File: src/rtl/alu_bist_ctrl_pkg.sv
// Shared definitions for the ALU BIST controller: FSM encoding, LFSR feedback
// mask and the ALU opcode map also used by the execute-stage ALU decoder.
package alu_bist_ctrl_pkg;

    typedef enum logic [2:0] {
        StIdle  = 3'd0,
        StApply = 3'd1,
        StCheck = 3'd2,
        StPass  = 3'd3,
        StFail  = 3'd4
    } bist_state_e;

    // Galois right-shift feedback mask for x^32 + x^22 + x^2 + x + 1
    localparam logic [31:0] LfsrTaps = 32'h8020_0003;

    // ALU opcode map; the BIST sweeps all eight codes in index order
    localparam logic [2:0] AluAdd = 3'b000;
    localparam logic [2:0] AluSub = 3'b001;
    localparam logic [2:0] AluAnd = 3'b010;
    localparam logic [2:0] AluOr  = 3'b011;
    localparam logic [2:0] AluXor = 3'b100;
    localparam logic [2:0] AluSlt = 3'b101;
    localparam logic [2:0] AluSll = 3'b110;
    localparam logic [2:0] AluSrl = 3'b111;

    function automatic logic [31:0] bit_rev32(input logic [31:0] v);
        logic [31:0] r;
        for (int i = 0; i < 32; i++) begin
            r[i] = v[31-i];
        end
        return r;
    endfunction

endpackage

File: src/rtl/bist_lfsr32.sv
// 32-bit Galois LFSR operand generator: synchronous load of a seed, one step
// per asserted step_i, state held otherwise. Load wins over step.
module bist_lfsr32
    import alu_bist_ctrl_pkg::*;
(
    input  logic        clk,
    input  logic        rst,
    input  logic        load_i,
    input  logic        step_i,
    input  logic [31:0] seed_i,
    output logic [31:0] state_o
);

    logic [31:0] state_q;
    logic [31:0] state_d;

    // Next state: load seed, advance one Galois step, or hold
    always_comb begin
        state_d = state_q;
        if (load_i) begin
            state_d = seed_i;
        end else if (step_i) begin
            state_d = {1'b0, state_q[31:1]} ^ (state_q[0] ? LfsrTaps : 32'h0);
        end
    end

    // State register, cleared by the asynchronous active-low reset
    always_ff @(posedge clk or negedge rst) begin
        if (!rst) begin
            state_q <= 32'h0;
        end else begin
            state_q <= state_d;
        end
    end

    assign state_o = state_q;

endmodule

File: src/rtl/alu_bist_ctrl.sv
// ALU built-in self-test controller. Drives LFSR operands into the primary and
// spare ALUs while the pipeline grants them, compares the two results and zero
// flags, and reports a pass/fail verdict with a one-cycle fault pulse.
module alu_bist_ctrl
    import alu_bist_ctrl_pkg::*;
#(
    parameter int unsigned NUM_VECTORS = 64,
    parameter logic [31:0] LFSR_SEED   = 32'hACE1_0001
) (
    input  logic        clk,
    input  logic        rst,
    input  logic        start_i,
    input  logic        idle_i,
    input  logic        inject_i,
    input  logic [31:0] res_p_i,
    input  logic        zero_p_i,
    input  logic [31:0] res_s_i,
    input  logic        zero_s_i,
    output logic        bist_sel_o,
    output logic [31:0] a_o,
    output logic [31:0] b_o,
    output logic [2:0]  alu_ctrl_o,
    output logic        busy_o,
    output logic        done_o,
    output logic        fault_o,
    output logic        fail_o,
    output logic [15:0] fail_idx_o
);

    localparam logic [15:0] LastIdx = 16'(NUM_VECTORS - 1);

    bist_state_e state_q, state_d;
    logic [15:0] vec_idx_q, vec_idx_d;
    logic        busy_q, busy_d;
    logic        done_q, done_d;
    logic        fail_q, fail_d;
    logic [15:0] fail_idx_q, fail_idx_d;
    logic [31:0] res_p_q, res_p_d;
    logic [31:0] res_s_q, res_s_d;
    logic        zero_p_q, zero_p_d;
    logic        zero_s_q, zero_s_d;

    logic        lfsr_load;
    logic        lfsr_step;
    logic [31:0] lfsr_state;
    logic        mismatch;

    bist_lfsr32 u_lfsr (
        .clk     (clk),
        .rst     (rst),
        .load_i  (lfsr_load),
        .step_i  (lfsr_step),
        .seed_i  (LFSR_SEED),
        .state_o (lfsr_state)
    );

    // Compare registers hold the sample taken in the last granted APPLY cycle
    assign mismatch = (res_p_q != res_s_q) || (zero_p_q != zero_s_q);

    // Next-state and registered-output logic for the test sequencer
    always_comb begin
        state_d    = state_q;
        vec_idx_d  = vec_idx_q;
        busy_d     = busy_q;
        done_d     = 1'b0;
        fail_d     = fail_q;
        fail_idx_d = fail_idx_q;
        res_p_d    = res_p_q;
        res_s_d    = res_s_q;
        zero_p_d   = zero_p_q;
        zero_s_d   = zero_s_q;
        lfsr_load  = 1'b0;
        lfsr_step  = 1'b0;

        unique case (state_q)
            StIdle: begin
                if (start_i) begin
                    state_d    = StApply;
                    lfsr_load  = 1'b1;
                    vec_idx_d  = 16'd0;
                    fail_d     = 1'b0;
                    fail_idx_d = 16'd0;
                    busy_d     = 1'b1;
                end
            end
            StApply: begin
                // Without the grant everything holds, costing exactly one cycle
                if (idle_i) begin
                    res_p_d  = res_p_i ^ {31'b0, inject_i};
                    res_s_d  = res_s_i;
                    zero_p_d = zero_p_i;
                    zero_s_d = zero_s_i;
                    state_d  = StCheck;
                end
            end
            StCheck: begin
                if (mismatch) begin
                    state_d    = StFail;
                    fail_d     = 1'b1;
                    fail_idx_d = vec_idx_q;
                    busy_d     = 1'b0;
                    done_d     = 1'b1;
                end else if (vec_idx_q == LastIdx) begin
                    state_d = StPass;
                    busy_d  = 1'b0;
                    done_d  = 1'b1;
                end else begin
                    lfsr_step = 1'b1;
                    vec_idx_d = vec_idx_q + 16'd1;
                    state_d   = StApply;
                end
            end
            StPass, StFail: begin
                state_d = StIdle;
            end
            default: begin
                state_d = StIdle;
                busy_d  = 1'b0;
            end
        endcase
    end

    // Sequencer state; reset aborts any run without a done or fault pulse
    always_ff @(posedge clk or negedge rst) begin
        if (!rst) begin
            state_q    <= StIdle;
            vec_idx_q  <= 16'd0;
            busy_q     <= 1'b0;
            done_q     <= 1'b0;
            fail_q     <= 1'b0;
            fail_idx_q <= 16'd0;
            res_p_q    <= 32'h0;
            res_s_q    <= 32'h0;
            zero_p_q   <= 1'b0;
            zero_s_q   <= 1'b0;
        end else begin
            state_q    <= state_d;
            vec_idx_q  <= vec_idx_d;
            busy_q     <= busy_d;
            done_q     <= done_d;
            fail_q     <= fail_d;
            fail_idx_q <= fail_idx_d;
            res_p_q    <= res_p_d;
            res_s_q    <= res_s_d;
            zero_p_q   <= zero_p_d;
            zero_s_q   <= zero_s_d;
        end
    end

    // Operands come straight from flops so the ALUs see them from cycle start
    assign a_o        = lfsr_state;
    assign b_o        = bit_rev32(lfsr_state);
    assign alu_ctrl_o = vec_idx_q[2:0];

    // Operand mux follows the grant combinationally, only while applying
    assign bist_sel_o = (state_q == StApply) && idle_i;
    assign busy_o     = busy_q;
    assign done_o     = done_q;
    assign fail_o     = fail_q;
    assign fail_idx_o = fail_idx_q;
    // Decoded from registers only; high during the CHECK cycle that fails
    assign fault_o    = (state_q == StCheck) && mismatch;

endmodule

File: config.mk
export PLATFORM = sky130hd
export DESIGN_NAME = alu_bist_ctrl
export DESIGN_NICKNAME = d
export VERILOG_FILES = /design/src/rtl/alu_bist_ctrl_pkg.sv /design/src/rtl/bist_lfsr32.sv /design/src/rtl/alu_bist_ctrl.sv
export SDC_FILE = /design/constraint.sdc
export NUM_CORES = 1
export LEC_CHECK = 0
export ABC_AREA = 1
export CAP_MARGIN = 5
export CORE_UTILIZATION = 46
export DETAILED_ROUTE_END_ITERATION = 8
export PLACE_DENSITY_LB_ADDON = 0.05
export SETUP_SLACK_MARGIN = 0.15
export SYNTH_ARGS = -nofsm -noshare
export SYNTH_HDL_FRONTEND = slang
export SYNTH_SLANG_ARGS = --single-unit
File: constraint.sdc
create_clock -name clk -period 1.8 [get_ports clk]
set_clock_uncertainty 0.1 [all_clocks]
set_input_delay 0.18 -clock clk [delete_from_list [all_inputs] [get_ports clk]]
set_output_delay 0.18 -clock clk [all_outputs]
set_load 0.005 [all_outputs]
==> results.ini <==
[detailed_routing]
finalWirelength_mm=20.44
dr.pass1.iters=6
ant_nets=0
routedWlPerCell_um=15.12
drt_iter0_drc=361
wl_met1_mm=8.371
highest_layer=met4
vias=6746
vias_per_cell=4.990
wl_met2_mm=10.72
route.detailed.drc=0
met3WireLength_um=909

[synthesis]
ys_warn_count=0
synthArstFlopShare_pct=100.0
synth_edf_count=0
yosys-top-cells-count=nand2_1 (350), dfrtp_1 (136), nand3_1 (85), inv_1 (81), o21ai_0 (48)
synth-seq-cells=136
syn_nets=965
yosysUniqueCellTypes=33
netlist.area_leader.share_pct=49.34
synth_top_area_cell=dfrtp_1
syn_area_per_cell_um2=7.724
syn_area_um2=6898
seq_area_frac_synth_pct=49.34
synth_most_common_cell=nand2_1
synthTopCellsByArea=dfrtp_1 (49%), nand2_1 (19%), nand3_1 (6.2%)
synthFlopType=dfrtp_1
post_synth_inst_count=893

[timing]
rsz0062_at_grt=yes
final.period_utilization_pct=116.3
whs_ns=0.01728
timing.fmax_mhz=477.8
slew_headroom_pct=68.23
setup_ws_ns=-0.2931
setup_violations=75
hold_violations=0
period_needed_ns=2.093
slew_viol_final=0
tightest_slew_ns=0.4766
tns_ns=-12.63

[placement]
gp_congestion=0.8705
dp_cells=1254
dpl.hpwl_mm=11.65
io_buffer_count=158

[final_layout]
drive_above_1_share_pct=29.45
multi_input_area_um2=3306
diodes=0
area_growth_pct=63.60
fin_cells=1352
seq_area_um2=3407
final_nets=1228
nFillCells=997
final_core_util_pct=77.35

[worst_setup_path]
crit_slowest_cell=dfrtp_1
path_buf_inv=2
critical_path.cell_chain=xnor2_1 > nand4_1 > nor2_2 > nand2_2 > nand2_4 > inv_4 > buf_6
endpoint=fault_o
end_kind=primary output
worstSetupPathDepth=7
cp-start-kind=flip-flop
worstRegToRegCells=15
cp.arrival_ns=1.81
critical_path.top_delay_family=simple AND/OR/NAND/NOR gates
critPathMaxFanout=2
r2r_start=res_p_q[27]
r2r-end=u_lfsr.state_o[16]
ff2ff_setup_slack_ns=-0.25
critical_path_class=flip-flop to primary output
required_ns=1.52
critPathMaxStageDelay_ns=0.43
timing.critical_path.from=res_p_q[21]

[global_route]
grt_pass1_vias=6558
antenna_found_initial=0
grt_pass1_wl_mm=32.11
grt_max_degree=85
grt_usage_pct=26.26
grt_remaining_overflow=0

[power]
ir_worst_vdd_uv=914.1
p_comb_share_pct=48.6
leakagePower_uw=0.005902
switching_power_uw=5564
power_frac_clock_pct=22.0
powerDensity_nw_per_um2=1380
switching_share_pct=35.73
p_seq_share_pct=29.4
internal-power_uw=10010

[clock_network]
cts_tree=yes
cts_max_level=4
cts.path.max_buffers=2
clk_pin_slew_ns=0.05
insertion_delay_ns=0.43
clockRootBuffer=clkbuf_16
cts_num_sinks=136
cts_inserted_buffers=17

[outcome]
violations=setup timing
status=finished with violations

[floorplanning]
start_util_pct=47.28
die_h_um=124.5
row_count=44
core_um2=14590
io_pins=159
die_w_um=124.5
dieArea_um2=15490

[worst_hold_path]
hold_path.class=input port to async pin

[run]
drv_cap=0

==> worst min path at each step <==
stage | start | end | slack [ns] | depth (start not counted)
after global placement | rst | fail_idx_o[2] | -0.12 | 1
after detailed placement | rst | fail_idx_o[3] | -0.12 | 1
after CTS | rst | fail_idx_o[3] | 0.007 | 2
final | rst | fail_idx_o[3] | 0.02 | 2
after global routing | rst | fail_idx_o[3] | 0.01 | 2
after floorplan | rst | busy_o | -0.22 | 0
==> routing by layer <==
layer	up-vias	GRT usage, %
met5	-	0
met4	0	9.639
met3	39	5.498
met2	201	45.73
met1	3217	31.89
li1	3289	-
==> worst reg2reg max path, stage by stage (launching register included) <==
cell and delay (ns):
dfrtp_1 0.36, inv_1 0.07, nand2_1 0.08, nand2_1 0.08, nor2_1 0.11, nand2_1 0.08
nor2_2 0.13, nand2_2 0.07, nor2_4 0.11, buf_4 0.11, buf_6 0.10, nand3_4 0.10
buf_6 0.17, buf_12 0.14, nand3_1 0.06, nand2_1 0.06
==> cells by family (layout without fill, tap and decap cells) <==
| kind of cell | count (synthesis) | in the layout | share of synthesized area, % |
|---|---|---|---|
| adder cells (fa/ha/maj) | 1 | 1 | 0.1814 |
| AO/OA/AOI/OAI | 52 | 52 | 3.882 |
| buffers and inverters | 155 | 430 | 11.39 |
| flip-flops | 136 | 136 | 49.34 |
| XOR/XNOR | 26 | 26 | 3.301 |
| AND/OR/NAND/NOR | 523 | 523 | 31.91 |
==> what timing repair did <==
| action | in CTS | in global routing |
|---|---|---|
| hold endpoints to repair | 136 | 0 |
| buffers inserted | 35 | 15 |
| gates cloned | 16 | 0 |
| pin swaps | 12 | 23 |
| setup endpoints to repair | 151 | 162 |
| gates resized for setup | 172 | 100 |
| hold buffers | 1 | 0 |
==> power groups by stage <==
stage / Sequential [µW] / Combinational (µW) / Clock [µW]
floorplan: 4430 / 2820 / 0
global placement: 4490 / 5020 / 0
detailed placement: 4510 / 5090 / 0
CTS: 4500 / 6760 / 3460
global route: 4670 / 8200 / 3610
finish: 4570 / 7570 / 3430
==> cells in the final DEF, fill, tap and decap left out, types with 14 or more instances in the layout <==
master	instances
buf_12	18
clkdlybuf4s50_1	147
buf_6	19
o21ai_1	15
buf_16	15
inv_1	78
nand2_1	267
o21ai_2	23
nand2_4	35
nand3_1	73
clkbuf_16	17
dfrtp_1	133
nand2_2	49
nor2_1	38
nand4_1	14
buf_4	100
==> stage by stage <==
step | cell area [µm²] | worst slack [ns] | total power, µW
floorplan | 6963 | 0.05170 | 7247
global placement | 9102 | -0.2065 | 9509
detailed placement | 9102 | -0.2087 | 9593
CTS | 10800 | -0.3080 | 14720
global route | 11280 | -0.4220 | 16470
finish | 11280 | -0.2931 | 15570
==> cell type report <==
cell class | count | area share [%]
sequential | 136 | 30.19
timing repair buffer | 314 | 30.30
tap | 184 | 2.040
inverter | 85 | 2.960
clock buffer | 25 | 4.657
clock inverter | 6 | 0.5544
multi-input combinational | 602 | 29.29
==> sequential cells by signal, indices dropped and copies added, names as in the netlist, 3 cells and up <==
name and count:
fail_idx_o 16, res_p_q 32, res_s_q 32, state_q 3
u_lfsr.state_o 32, vec_idx_q 16
Power figures use the tool's default switching activity.
